<file path="config.mk">
export PLATFORM = sky130hd
export DESIGN_NAME = mult_div_unit_flat
export DESIGN_NICKNAME = d
export VERILOG_FILES = /design/src/rtl/mult_div_unit_if.sv /design/src/rtl/mult_div_unit.sv /design/src/flat_wrapper.sv
export SDC_FILE = /design/constraint.sdc
export NUM_CORES = 1
export LEC_CHECK = 0
export BUFFER_PORTS_ARGS = -buffer_cell sky130_fd_sc_hd__buf_2
export CAP_MARGIN = 40
export CORE_MARGIN = 2
export CORE_UTILIZATION = 36
export DETAILED_ROUTE_END_ITERATION = 8
export PLACE_DENSITY = 0.61
export SETUP_SLACK_MARGIN = 0.15
export SYNTH_ARGS = -nofsm -noshare
export SYNTH_HDL_FRONTEND = slang
export SYNTH_SLANG_ARGS = --single-unit
</file>
<file path="constraint.sdc">
create_clock -name clk -period 4.7 [get_ports clk]
set_clock_uncertainty 0.15 [all_clocks]
set_input_delay 0.705 -clock clk [delete_from_list [all_inputs] [get_ports clk]]
set_output_delay 0.705 -clock clk [all_outputs]
set_load 0.05 [all_outputs]
</file>
<file path="src/rtl/mult_div_unit_if.sv">
// Bus between the control path and the multiply/divide unit:
// operation request, MTHI/MTLO writes, status pulses and HI/LO.
interface mult_div_unit_if #(
    parameter int WIDTH = 32
);
    logic             start;
    logic [1:0]       op;
    logic [WIDTH-1:0] a_in;
    logic [WIDTH-1:0] b_in;
    logic             mthi;
    logic             mtlo;
    logic [WIDTH-1:0] hi_wdata;
    logic [WIDTH-1:0] lo_wdata;
    logic             busy;
    logic             done;
    logic             div_zero;
    logic [WIDTH-1:0] hi;
    logic [WIDTH-1:0] lo;

    modport master (
        output start, op, a_in, b_in,
        output mthi, mtlo, hi_wdata, lo_wdata,
        input  busy, done, div_zero, hi, lo
    );

    modport slave (
        input  start, op, a_in, b_in,
        input  mthi, mtlo, hi_wdata, lo_wdata,
        output busy, done, div_zero, hi, lo
    );
endinterface

</file>
<file path="src/rtl/mult_div_unit.sv">
// Iterative MULT/MULTU/DIV/DIVU unit, one bit per clock.
// Works on magnitudes and fixes signs in the final state.
module mult_div_unit #(
    parameter int WIDTH = 32
) (
    input  logic             clk,
    input  logic             rst_n,
    mult_div_unit_if.slave   bus
);
    localparam int CW = $clog2(WIDTH + 1);

    typedef enum logic [1:0] {
        IDLE,
        CALC,
        FIX
    } state_t;

    state_t           state_q, state_d;
    logic             divop_q, divop_d;
    logic             neg_q, neg_d;
    logic             rneg_q, rneg_d;
    logic             dz_q, dz_d;
    logic [CW-1:0]    cnt_q, cnt_d;
    logic [WIDTH-1:0] opnd_q, opnd_d;
    logic [2*WIDTH-1:0] p_q, p_d;
    logic             done_q, done_d;
    logic             divz_q, divz_d;
    logic [WIDTH-1:0] hi_q, hi_d;
    logic [WIDTH-1:0] lo_q, lo_d;

    logic             sgn;
    logic [WIDTH-1:0] amag;
    logic [WIDTH-1:0] bmag;
    logic [WIDTH:0]   mul_sum;
    logic [WIDTH:0]   div_shift;
    logic [WIDTH:0]   div_diff;
    logic [2*WIDTH-1:0] prod_fix;
    logic [WIDTH-1:0] quot_fix;
    logic [WIDTH-1:0] rem_fix;

    // Datapath helpers: operand magnitudes, one iteration step, sign fix
    always_comb begin
        sgn = ~bus.op[0];
        amag = (sgn && bus.a_in[WIDTH-1]) ? ('0 - bus.a_in) : bus.a_in;
        bmag = (sgn && bus.b_in[WIDTH-1]) ? ('0 - bus.b_in) : bus.b_in;
        mul_sum = {1'b0, p_q[2*WIDTH-1:WIDTH]}
                + (p_q[0] ? {1'b0, opnd_q} : '0);
        div_shift = {p_q[2*WIDTH-1:WIDTH], p_q[WIDTH-1]};
        div_diff = div_shift - {1'b0, opnd_q};
        prod_fix = neg_q ? ('0 - p_q) : p_q;
        quot_fix = neg_q ? ('0 - p_q[WIDTH-1:0]) : p_q[WIDTH-1:0];
        rem_fix = rneg_q ? ('0 - p_q[2*WIDTH-1:WIDTH])
                         : p_q[2*WIDTH-1:WIDTH];
    end

    // Control FSM next state plus register updates
    always_comb begin
        state_d = state_q;
        divop_d = divop_q;
        neg_d = neg_q;
        rneg_d = rneg_q;
        dz_d = dz_q;
        cnt_d = cnt_q;
        opnd_d = opnd_q;
        p_d = p_q;
        hi_d = hi_q;
        lo_d = lo_q;
        done_d = 1'b0;
        divz_d = 1'b0;

        unique case (state_q)
            IDLE: begin
                if (bus.start) begin
                    divop_d = bus.op[1];
                    neg_d = sgn & (bus.a_in[WIDTH-1] ^ bus.b_in[WIDTH-1]);
                    rneg_d = sgn & bus.a_in[WIDTH-1];
                    dz_d = bus.op[1] && (bus.b_in == '0);
                    cnt_d = CW'(WIDTH);
                    // Multiply: |b| shifts out of the low half, |a| is added.
                    // Divide: |a| shifts into the remainder, |b| is subtracted.
                    opnd_d = bus.op[1] ? bmag : amag;
                    p_d = {{WIDTH{1'b0}}, bus.op[1] ? amag : bmag};
                    state_d = (bus.op[1] && (bus.b_in == '0)) ? FIX : CALC;
                end else begin
                    if (bus.mthi) hi_d = bus.hi_wdata;
                    if (bus.mtlo) lo_d = bus.lo_wdata;
                end
            end
            CALC: begin
                if (divop_q) begin
                    if (!div_diff[WIDTH]) begin
                        p_d = {div_diff[WIDTH-1:0], p_q[WIDTH-2:0], 1'b1};
                    end else begin
                        p_d = {div_shift[WIDTH-1:0], p_q[WIDTH-2:0], 1'b0};
                    end
                end else begin
                    p_d = {mul_sum, p_q[WIDTH-1:1]};
                end
                cnt_d = cnt_q - CW'(1);
                if (cnt_q == CW'(1)) state_d = FIX;
            end
            FIX: begin
                done_d = 1'b1;
                divz_d = dz_q;
                if (!dz_q) begin
                    if (divop_q) begin
                        hi_d = rem_fix;
                        lo_d = quot_fix;
                    end else begin
                        hi_d = prod_fix[2*WIDTH-1:WIDTH];
                        lo_d = prod_fix[WIDTH-1:0];
                    end
                end
                state_d = IDLE;
            end
            default: state_d = IDLE;
        endcase
    end

    // State and datapath registers
    always_ff @(posedge clk or negedge rst_n) begin
        if (!rst_n) begin
            state_q <= IDLE;
            divop_q <= 1'b0;
            neg_q <= 1'b0;
            rneg_q <= 1'b0;
            dz_q <= 1'b0;
            cnt_q <= '0;
            opnd_q <= '0;
            p_q <= '0;
            done_q <= 1'b0;
            divz_q <= 1'b0;
            hi_q <= '0;
            lo_q <= '0;
        end else begin
            state_q <= state_d;
            divop_q <= divop_d;
            neg_q <= neg_d;
            rneg_q <= rneg_d;
            dz_q <= dz_d;
            cnt_q <= cnt_d;
            opnd_q <= opnd_d;
            p_q <= p_d;
            done_q <= done_d;
            divz_q <= divz_d;
            hi_q <= hi_d;
            lo_q <= lo_d;
        end
    end

    assign bus.busy = (state_q != IDLE);
    assign bus.done = done_q;
    assign bus.div_zero = divz_q;
    assign bus.hi = hi_q;
    assign bus.lo = lo_q;
endmodule

</file>
<file path="src/flat_wrapper.sv">
// flat-port wrapper written by rule: the top's interface ports become plain ports
module mult_div_unit_flat 
#(
    parameter int WIDTH = 32
)
  (clk, rst_n, bus_start, bus_op, bus_a_in, bus_b_in, bus_mthi, bus_mtlo, bus_hi_wdata, bus_lo_wdata, bus_busy, bus_done, bus_div_zero, bus_hi, bus_lo);
  mult_div_unit_if #(.WIDTH(WIDTH)) bus_i ();
  input  logic clk;
  input  logic rst_n;
  input wire logic [$bits(bus_i.start)-1:0] bus_start;
  input wire logic [$bits(bus_i.op)-1:0] bus_op;
  input wire logic [$bits(bus_i.a_in)-1:0] bus_a_in;
  input wire logic [$bits(bus_i.b_in)-1:0] bus_b_in;
  input wire logic [$bits(bus_i.mthi)-1:0] bus_mthi;
  input wire logic [$bits(bus_i.mtlo)-1:0] bus_mtlo;
  input wire logic [$bits(bus_i.hi_wdata)-1:0] bus_hi_wdata;
  input wire logic [$bits(bus_i.lo_wdata)-1:0] bus_lo_wdata;
  output wire logic [$bits(bus_i.busy)-1:0] bus_busy;
  output wire logic [$bits(bus_i.done)-1:0] bus_done;
  output wire logic [$bits(bus_i.div_zero)-1:0] bus_div_zero;
  output wire logic [$bits(bus_i.hi)-1:0] bus_hi;
  output wire logic [$bits(bus_i.lo)-1:0] bus_lo;
  assign bus_i.start = bus_start;
  assign bus_i.op = bus_op;
  assign bus_i.a_in = bus_a_in;
  assign bus_i.b_in = bus_b_in;
  assign bus_i.mthi = bus_mthi;
  assign bus_i.mtlo = bus_mtlo;
  assign bus_i.hi_wdata = bus_hi_wdata;
  assign bus_i.lo_wdata = bus_lo_wdata;
  assign bus_busy = bus_i.busy;
  assign bus_done = bus_i.done;
  assign bus_div_zero = bus_i.div_zero;
  assign bus_hi = bus_i.hi;
  assign bus_lo = bus_i.lo;
  mult_div_unit #(.WIDTH(WIDTH)) u_core (.clk(clk), .rst_n(rst_n), .bus(bus_i));
endmodule
</file>
# Yosys cells after proc, flatten, opt, wreduce, memory -nomap -nowiden
# Index checks and enable logic that the tools add are counted.
dict set report op_classes {
  add_sub_neg 8
  n_mul 0
  n_div 0
  n_lt_le_gt_ge 0
  n_eq_ne 9
  shift 0
  mux 30
  bitwise 4
  reduce_logical 13
}
# operator count
set op_table {}
lappend op_table {{$mux 32} 15}
lappend op_table {{$mux 64} 4}
lappend op_table {{$pmux 32 s2} 2}
lappend op_table {{$pmux 64 s2} 1}
lappend op_table {{$sub 1x32->32 const A} 4}
lappend op_table {{$sub 1x64->64 const A} 1}
lappend op_table {{$add 32x33->33} 1}
lappend op_table {{$sub 33x32->33} 1}
lappend op_table {{$logic_not 32->1} 1}
lappend op_table {{$pmux 6 s2} 1}
lappend op_table {{$ne 2x2->1 const B} 5}
lappend op_table {{$reduce_and 4->1} 2}
lappend op_table {{$eq 6x1->1 const B} 1}
lappend op_table {{$mux 2} 3}
lappend op_table {{$mux 6} 1}
lappend op_table {{$reduce_and 2->1} 3}
lappend op_table {{$reduce_bool 2->1} 3}
lappend op_table {{$sub 6x1->6 const B} 1}
lappend op_table {{$pmux 2 s2} 1}
lappend op_table {{$logic_and 1x1->1} 3}
lappend op_table {{$and 1x1->1} 2}
lappend op_table {{$eq 2x1->1 const B} 1}
lappend op_table {{$eq 2x2->1 const B} 1}
lappend op_table {{$logic_not 2->1} 1}
lappend op_table {{4 further kinds} 5}
dict set report word_totals {
  register_bits 174
  latch_bits 0
  ram_bits 0
  romBits 0
  out_inout_bits 67
  wordCells 76
  memories 0
}

# Depth between registers and ports, before layout
# Gate-level depths: netlist of the first run.
dict set report depth {
  word_depth 6
  ltp_mapped 16
  ltp_nobuf 14
}

# Worst setup path after synthesis of the first run
# No wires, ideal clock.
dict set report synth_timing {
  kind {register to register}
  startpoint {register u_core.p_q[31]}
  endpoint {register u_core.p_q[44]}
  setup_ns 0.142
  arrival_time_ns 3.425
  slack_ns 0.983
  path_stages_with_launch 16
  path_cell_list {dfrtp_1 > clkbuf_1 > inv_1 > ha_1 > fa_1 > nor2b_1 > o2111ai_1 > and4b_1 > o21ai_2 > o31ai_4 > o21ai_2 > nor4_1 > a2111oi_4 > buf_4 > mux2i_1 > o221ai_1}
}
dict set report synth_between {
  elab_chain_cells 4
}
# element line
set synth_lines {}
lappend synth_lines {{start, declared} mult_div_unit.sv:25} ;# logic [2*WIDTH-1:0] p_q, p_d;
lappend synth_lines {{start signal, assigned} mult_div_unit.sv:143} ;# p_q <= p_d;
lappend synth_lines {{$sub 33x32->33} mult_div_unit.sv:49} ;# div_diff = div_shift - {1'b0, opnd_q};
lappend synth_lines {{$mux 64} mult_div_unit.sv:91} ;# if (!div_diff[WIDTH]) begin
lappend synth_lines {{$mux 64} mult_div_unit.sv:90} ;# if (divop_q) begin
lappend synth_lines {{$pmux 64 s2} mult_div_unit.sv:71} ;# unique case (state_q)
# No other way between the ends.
# A chain may end at the register's enable or synchronous reset.

# Final worst setup path of the first run
dict set report layout_timing {
  startpoint {register u_core.p_q[32]}
  endpoint {register u_core.p_q[56]}
}
dict set report layout_between {
  elab_chain_cells 4
  word_cells_on_any_way 5
}
# element line
set layout_lines {}
lappend layout_lines {{$sub 33x32->33} mult_div_unit.sv:49}
lappend layout_lines {{$mux 64} mult_div_unit.sv:91}
lappend layout_lines {{$mux 64 (*)} mult_div_unit.sv:90}
lappend layout_lines {{$pmux 64 s2 (*)} mult_div_unit.sv:71}
# Mark *: on every way between the ends. The rest lies on a longest branch, timed or not.

==> summary.md, run 1 <==
| Metric | Value |
|---|---|
| Final worst path period share | 85.90% |
| Post-synth top area share | 28.74% |
| Initial antenna violation count | 1 |
| Initial core utilization | 36.28% |
| # resized after CTS | 0 |
| Area of the multi-input gates | 0.01007 sq mm |
| Die height | 209.1 microns |
| First-pass GRT wire length | 81400 microns |
| Setup Crit Path Kind | flip-flop to flip-flop |
| Setup TNS | 0 ps |
| Primary FF master, synth | dfrtp_1 |
| Most frequent cells in the layout | 215 x nor2_1, 200 x buf_2, 199 x nand2_1, 188 x a21oi_1, 173 x dfrtp_1 |
| Worst IR drop on VDD | 0.0004957 V |
| Ports | 202 |
| Worst hold stages | 2 |
| Hold slack | 323.0 ps |
| Num rows | 75 |
| Mean Syn Cell Area | 7.733 sq um |
| Most used cell, CP | o21ai_2 |
| RD Place Congestion | 0.9084 |
| Root Driver | clkbuf_16 |
| Final nets | 2293 |
| Yosys warns | 0 |
| Drt initial violations | 1446 |
| RSZ-0062 raised after global routing | false |
| FF-to-FF Start | u_core.p_q[32]$_DFFE_PN0P_ |
| Setup crit start kind | flip-flop |
| Slew Viols, Final | 0 |
| Final Hold Fails | 0 |
| Hold-fix buffers at CTS | 1 |
| Relative slew slack | 41.89% |
| Number of flops mapped to enable cells by yosys | 0 |
| Most area-consuming cells after synthesis | dfrtp_1 29%, a21oi_1 6.2%, ha_1 5.8%, o21ai_0 5.6%, nor2_1 5.4% |
| Routed len/inst | 20.03 microns |
| Min-delay worst type | flip-flop to flip-flop |
| CP max stage cell | dfrtp_1 |
| Crit Path Max Fanout | 15 |
| H-tree Lvls | 4 |
| Worst R2R Setup Slack | 660 ps |
| Final WS setup | 662.6 ps |
| # fillers | 4251 |
| Cts bufs inserted | 17 |
| IO buf count | 201 |
| Area growth syn-to-layout | 14.57% |
| Seq/Total Area, Yosys | 28.74% |
| Hold path endpoint | u_core.bus.lo[9]$_DFFE_PN0P_ |
| Routed WL | 52850 microns |
| Net count after synthesis | 2166 |
| DP HPWL | 41140 microns |
| Leak | 7.636 nW |
| Top delay family on crit path | compound AO/OA/AOI/OAI gates |
| # setup viols final | 0 |
| Via count | 15193 |
| Most common cell after layout, fill and taps aside | nor2_1 |
| Finished Layout Cells | 2638 |
| Clock latency on the worst-skew pair | 460 ps |
| Yosys top cell by area | dfrtp_1 |
| Asr flop ratio synth | 100.0% |
| Grt total ovfl | 0 |
| R2R depth | 13 |
| Pin count of the biggest net entering global routing | 97 |
| TritonCTS clock tree | built |
| Vias per cell | 5.759 |
| Distinct cells, synth | 71 |
| Post-CTS Setup Inserts | 0 |
| Die W | 209.1 microns |
| Core Area | 0.04176 sq mm |
| HP Start | u_core.bus.lo[9]$_DFFE_PN0P_ |
| Final min period | 4037 ps |
| Register area | 0.004355 sq mm |
| Ant diodes | 0 |
| Power per Cell Area | 845.7 mW/mm^2 |
| Vias in the first global route | 14440 |
| Critical Path Sink Type | flip-flop |
| GRT Total Usage | 23.74% |
| Worst-margin pin slew | 871.6 ps |
| Outcome | complete, no violations |
| Post-Synthesis Cell Area | 0.01515 sq mm |
| Post-Place Cells | 2605 |
| Die ar. | 0.04374 sq mm |
| Required @ worst endpoint | 4850 ps |
| Cells after synthesis | 1959 |
| Crit path DAT | 4190 ps |
| Worst flop-to-flop path endpoint | u_core.p_q[56]$_DFFE_PN0P_ |
| CP max stage delay | 540 ps |
| Layout cells sized above 1 | 14.24% |
| DP Worst Slack | 731.6 ps |
| Post-route antenna net violation count | 0 |
| Max_cap viols | 0 |
| Bufs and invs on worst path | 2 |
| Worst-path cell chain | inv_1, fa_1, nor2b_1, o2111ai_1, and4b_1, o21ai_2, o31ai_4, o21ai_2, nor4_1, a2111oi_4, buf_4, mux2i_1, o221ai_1 |
| Fmax | 247.7 MHz |
| Clock transition at path regs | 80 ps |
| 1st-pass router iterations | 6 |
| Number of remaining DRC errors | 0 |
| Seq cells post-synth | 174 |
| CTS Buffer Depth | 2 |
| Clock Sinks | 174 |
## metrics by stage
step,utilization [%],instance area (sq um),power (mW)
4_1_cts,41.56,17360,14.61
2_1_floorplan,-,15150,10.34
3_5_place_dp,40.07,16730,13.03
6_report,41.56,17360,14.68
5_1_grt,41.56,17360,15.77
3_3_place_gp,39.82,16630,12.83
## cells in the mapped netlist, types with 57 or more instances
library cell / n
xor2_1: 78
mux2i_1: 75
inv_1: 65
o21ai_0: 170
a211oi_1: 57
ha_1: 70
dfrtp_1: 174
a21oi_1: 188
clkbuf_1: 122
nand2_1: 200
nor2_1: 217
xnor2_1: 92
## worst register-to-register path: stages, from the launching register on
cell       delay [ps]
dfrtp_1           540
inv_1             190
fa_1              480
nor2b_1           180
o2111ai_1         120
and4b_1           270
o21ai_2           350
o31ai_4           130
o21ai_2           250
nor4_1            110
a2111oi_4         380
buf_4             360
mux2i_1           240
o221ai_1          130
## cells by family (layout without fill, tap and decap cells)
kind of cell | after synthesis | in the layout | share of synthesized area (%)
AOI/OAI and AO/OA | 649 | 649 | 26.64
and+or+nand+nor | 619 | 619 | 18.59
buffers and inverters | 197 | 337 | 4.980
DFF | 174 | 174 | 28.74
xor gates and xnor gates | 170 | 170 | 9.828
muxes | 78 | 78 | 5.178
adders and majority gates | 72 | 72 | 6.046
## report_power, final
part	internal, mW	total, mW	switching, mW
combinational	3.69	9.79	6.10
sequential	2.24	3.35	1.10
clock	0.819	1.54	0.723
total	6.75	14.7	7.93
## per-layer routing
layer	GRT usage (%)	up-vias	wire length, microns
li1	-	7279	-
met1	33.90	7269	24410
met2	36.99	567	23530
met3	2.931	78	3477
met4	8.177	0	1436
met5	0	-	0
## sequential cells by signal (all words and copies together) (netlist names)
register,cells
u_core.p_q,64
u_core.bus.hi,32
u_core.bus.lo,32
u_core.opnd_q,32
u_core.cnt_q,6
u_core.state_q,2
u_core.bus.div_zero,1
u_core.bus.done,1
u_core.divop_q,1
u_core.dz_q,1
u_core.neg_q,1
u_core.rneg_q,1
## worst max-delay path by stage
| stage | start | slack (ps) | endpoint | cells past startpoint |
|---|---|---|---|---|
| floorplan | u_core.p_q[31]$_DFFE_PN0P_ | 980 | u_core.p_q[44]$_DFFE_PN0P_ | 15 |
| global placement | u_core.p_q[0]$_DFFE_PN0P_ | 830 | u_core.p_q[55]$_DFFE_PN0P_ | 14 |
| detailed placement | u_core.p_q[32]$_DFFE_PN0P_ | 730 | u_core.p_q[60]$_DFFE_PN0P_ | 13 |
| CTS | u_core.p_q[32]$_DFFE_PN0P_ | 700 | u_core.p_q[56]$_DFFE_PN0P_ | 13 |
| global route | u_core.p_q[0]$_DFFE_PN0P_ | 360 | u_core.p_q[55]$_DFFE_PN0P_ | 14 |
| finish | u_core.p_q[32]$_DFFE_PN0P_ | 660 | u_core.p_q[56]$_DFFE_PN0P_ | 13 |
## final cells by class
class,count,share of cell area [%]
multi-input combinational,1588,58.04
clock buffer,18,2.530
sequential,174,25.09
clock inverter,14,1.002
timing repair buffer,239,8.023
inverter,66,1.427
tap,539,3.886
No activity file was read; power rests on OpenSTA's default activity.
==> run 2, diff against run 1 <==
Settings changed: PLACE_DENSITY 0.61 to default, REMOVE_ABC_BUFFERS from default to 1, SETUP_SLACK_MARGIN 0.15 to default.
==> run 2 against run 1 <==
Effect of this change: first-iteration DRC count is 22% lower; critical path depth stayed put; sequential share of layout area is 0.071 points higher; core utilization is 0.12 points lower; total power is 1.9% lower; die area stayed put; worst hold slack worse by 290 ps; combinational power is 1% lower; clock power is 3% lower; global-route usage is 0.87 points lower; non-clock buffer count stayed put.
==> summary.md, run 2 (same netlist as run 1, synthesis figures left out) <==
| Metric | Value |
|---|---|
| Outcome | complete, no violations |
| DP Worst Slack | 558.8 ps |
| Crit path DAT | 4360 ps |
| Required @ worst endpoint | 4860 ps |
| Die ar. | 0.04374 sq mm |
| # fillers | 4264 |
| Vias in the first global route | 14686 |
| Slew Viols, Final | 0 |
| Final worst path period share | 89.35% |
| First-pass GRT wire length | 79350 microns |
| Max_cap viols | 0 |
| Final Power | 14.40 mW |
| Die W | 209.1 microns |
| Setup Crit Path Kind | flip-flop to flip-flop |
| Post-route antenna net violation count | 0 |
| Core Area | 0.04176 sq mm |
| Post-Place Cells | 2606 |
| Num rows | 75 |
| Power per Cell Area | 832.3 mW/mm^2 |
| RD Place Congestion | 0.9204 |
| Layout cells sized above 1 | 14.20% |
| GRT Total Usage | 22.87% |
| Critical Path Sink Type | flip-flop |
| Routed WL | 50400 microns |
| Initial antenna violation count | 2 |
| TritonCTS clock tree | built |
| Crit Path Max Fanout | 11 |
| Top reg by flops | u_core.p_q |
| RSZ-0062 raised after global routing | false |
| Area of the multi-input gates | 0.01007 sq mm |
| # resized after CTS | 0 |
| Final min period | 4199 ps |
| Clock transition at path regs | 80 ps |
| Hold-fix buffers at CTS | 0 |
| WL met3 | 2285 microns |
| Post-DP Area | 0.01671 sq mm |
| Routed len/inst | 19.10 microns |
| H-tree Lvls | 4 |
| Fmax | 238.1 MHz |
| Vias per cell | 5.694 |
| Final nets | 2293 |
| Register area | 0.004355 sq mm |
| R2R depth | 13 |
| Cts bufs inserted | 17 |
| Leak | 7.622 nW |
| Via count | 15026 |
| 1st-pass router iterations | 5 |
| Min-delay worst type | input pin to async pin |
| Relative slew slack | 41.31% |
| Ports | 202 |
| IO buf count | 201 |
| Initial core utilization | 36.28% |
| Top Layer Used | met4 |
| Worst R2R Setup Slack | 500 ps |
| CTS Buffer Depth | 2 |
| Drt initial violations | 1127 |
| Worst-margin pin slew | 880.4 ps |
| DP HPWL | 38620 microns |
| Worst IR drop on VDD | 0.0003676 V |
| Clock latency on the worst-skew pair | 470 ps |
| Worst flop-to-flop path endpoint | u_core.p_q[55]$_DFFE_PN0P_ |
| Grt total ovfl | 0 |
| Area growth syn-to-layout | 14.25% |
| M1 WL | 22920 microns |
| Finished Layout Cells | 2639 |
| Pin count of the biggest net entering global routing | 97 |
| Post-CTS Setup Inserts | 0 |
| Hold slack | 36.20 ps |
| Setup TNS | 0 ps |
| Number of remaining DRC errors | 0 |
| Setup crit start | u_core.p_q[0]$_DFFE_PN0P_ |
| Design area | 0.01731 sq mm |
| Setup crit start kind | flip-flop |
| FF-to-FF Start | u_core.p_q[0]$_DFFE_PN0P_ |
| Met2 WL post-DR | 23290 microns |
| Root Driver | clkbuf_16 |
| Most common cell after layout, fill and taps aside | nor2_1 |
| # setup viols final | 0 |
| Most frequent cells in the layout | 215 x nor2_1, 200 x buf_2, 199 x nand2_1, 188 x a21oi_1, 173 x dfrtp_1 |
| Number of flip-flops in the largest register | 64 |
| Clock Sinks | 174 |
| Utilization after layout | 41.45% |
| Final Hold Fails | 0 |
| Worst setup endpoint | u_core.p_q[55]$_DFFE_PN0P_ |
| Die height | 209.1 microns |
| Final WS setup | 500.7 ps |
run 2: cell types whose count changed in the layout (fill, tap and decap cells not counted), sizes merged:
cell	change
buf	+1
clkbuf	+1
clkinv	+2
clkinvlp	-1
diode	+1
dlygate4sd3	-1
inv	-2
run 2: power breakdown:
part	internal (mW)	total, mW	switching, mW
registers	2.25	3.26	1.01
logic	3.66	9.65	5.99
clock network	0.798	1.50	0.703
run 2: worst min-delay path by stage:
stage / from / slack (ps) / to
5_1_grt: rst_n / 60 / u_core.p_q[25]$_DFFE_PN0P_
4_1_cts: rst_n / 30 / u_core.p_q[25]$_DFFE_PN0P_
2_1_floorplan: rst_n / 260 / u_core.bus.div_zero$_DFF_PN0_
6_report: rst_n / 40 / u_core.p_q[25]$_DFFE_PN0P_
3_5_place_dp: u_core.bus.lo[31]$_DFFE_PN0P_ / 310 / u_core.bus.lo[31]$_DFFE_PN0P_
3_3_place_gp: u_core.bus.hi[5]$_DFFE_PN0P_ / 310 / u_core.bus.hi[5]$_DFFE_PN0P_
run 2: area by class of cell:
cell class	count	area share (%)
inverters	66	1.431
diodes	1	0.01446
clock inverters	13	0.9181
flip-flops and latches	174	25.16
well taps	539	3.896
multi-input cells	1588	58.20
clock buffers	19	2.501
repair buffers	239	7.873
run 2: per-layer routing:
layer  track usage [%]  up-vias
li1                  -     7301
met1             30.57     7140
met2             37.02      484
met3             2.555      101
met4             10.84        0
met5                 0        -
run 2: worst max-delay path, stage by stage, from the launching register on:
cell      delay, ps
dfrtp_1         490
inv_1           330
nor2_1          110
ha_1            350
nor2b_1         170
o31ai_1         480
a211o_1         270
nand2_1         100
o41ai_1         580
a21o_1          240
a21oi_1         100
o41ai_1         330
mux2i_1         240
o211ai_1        100
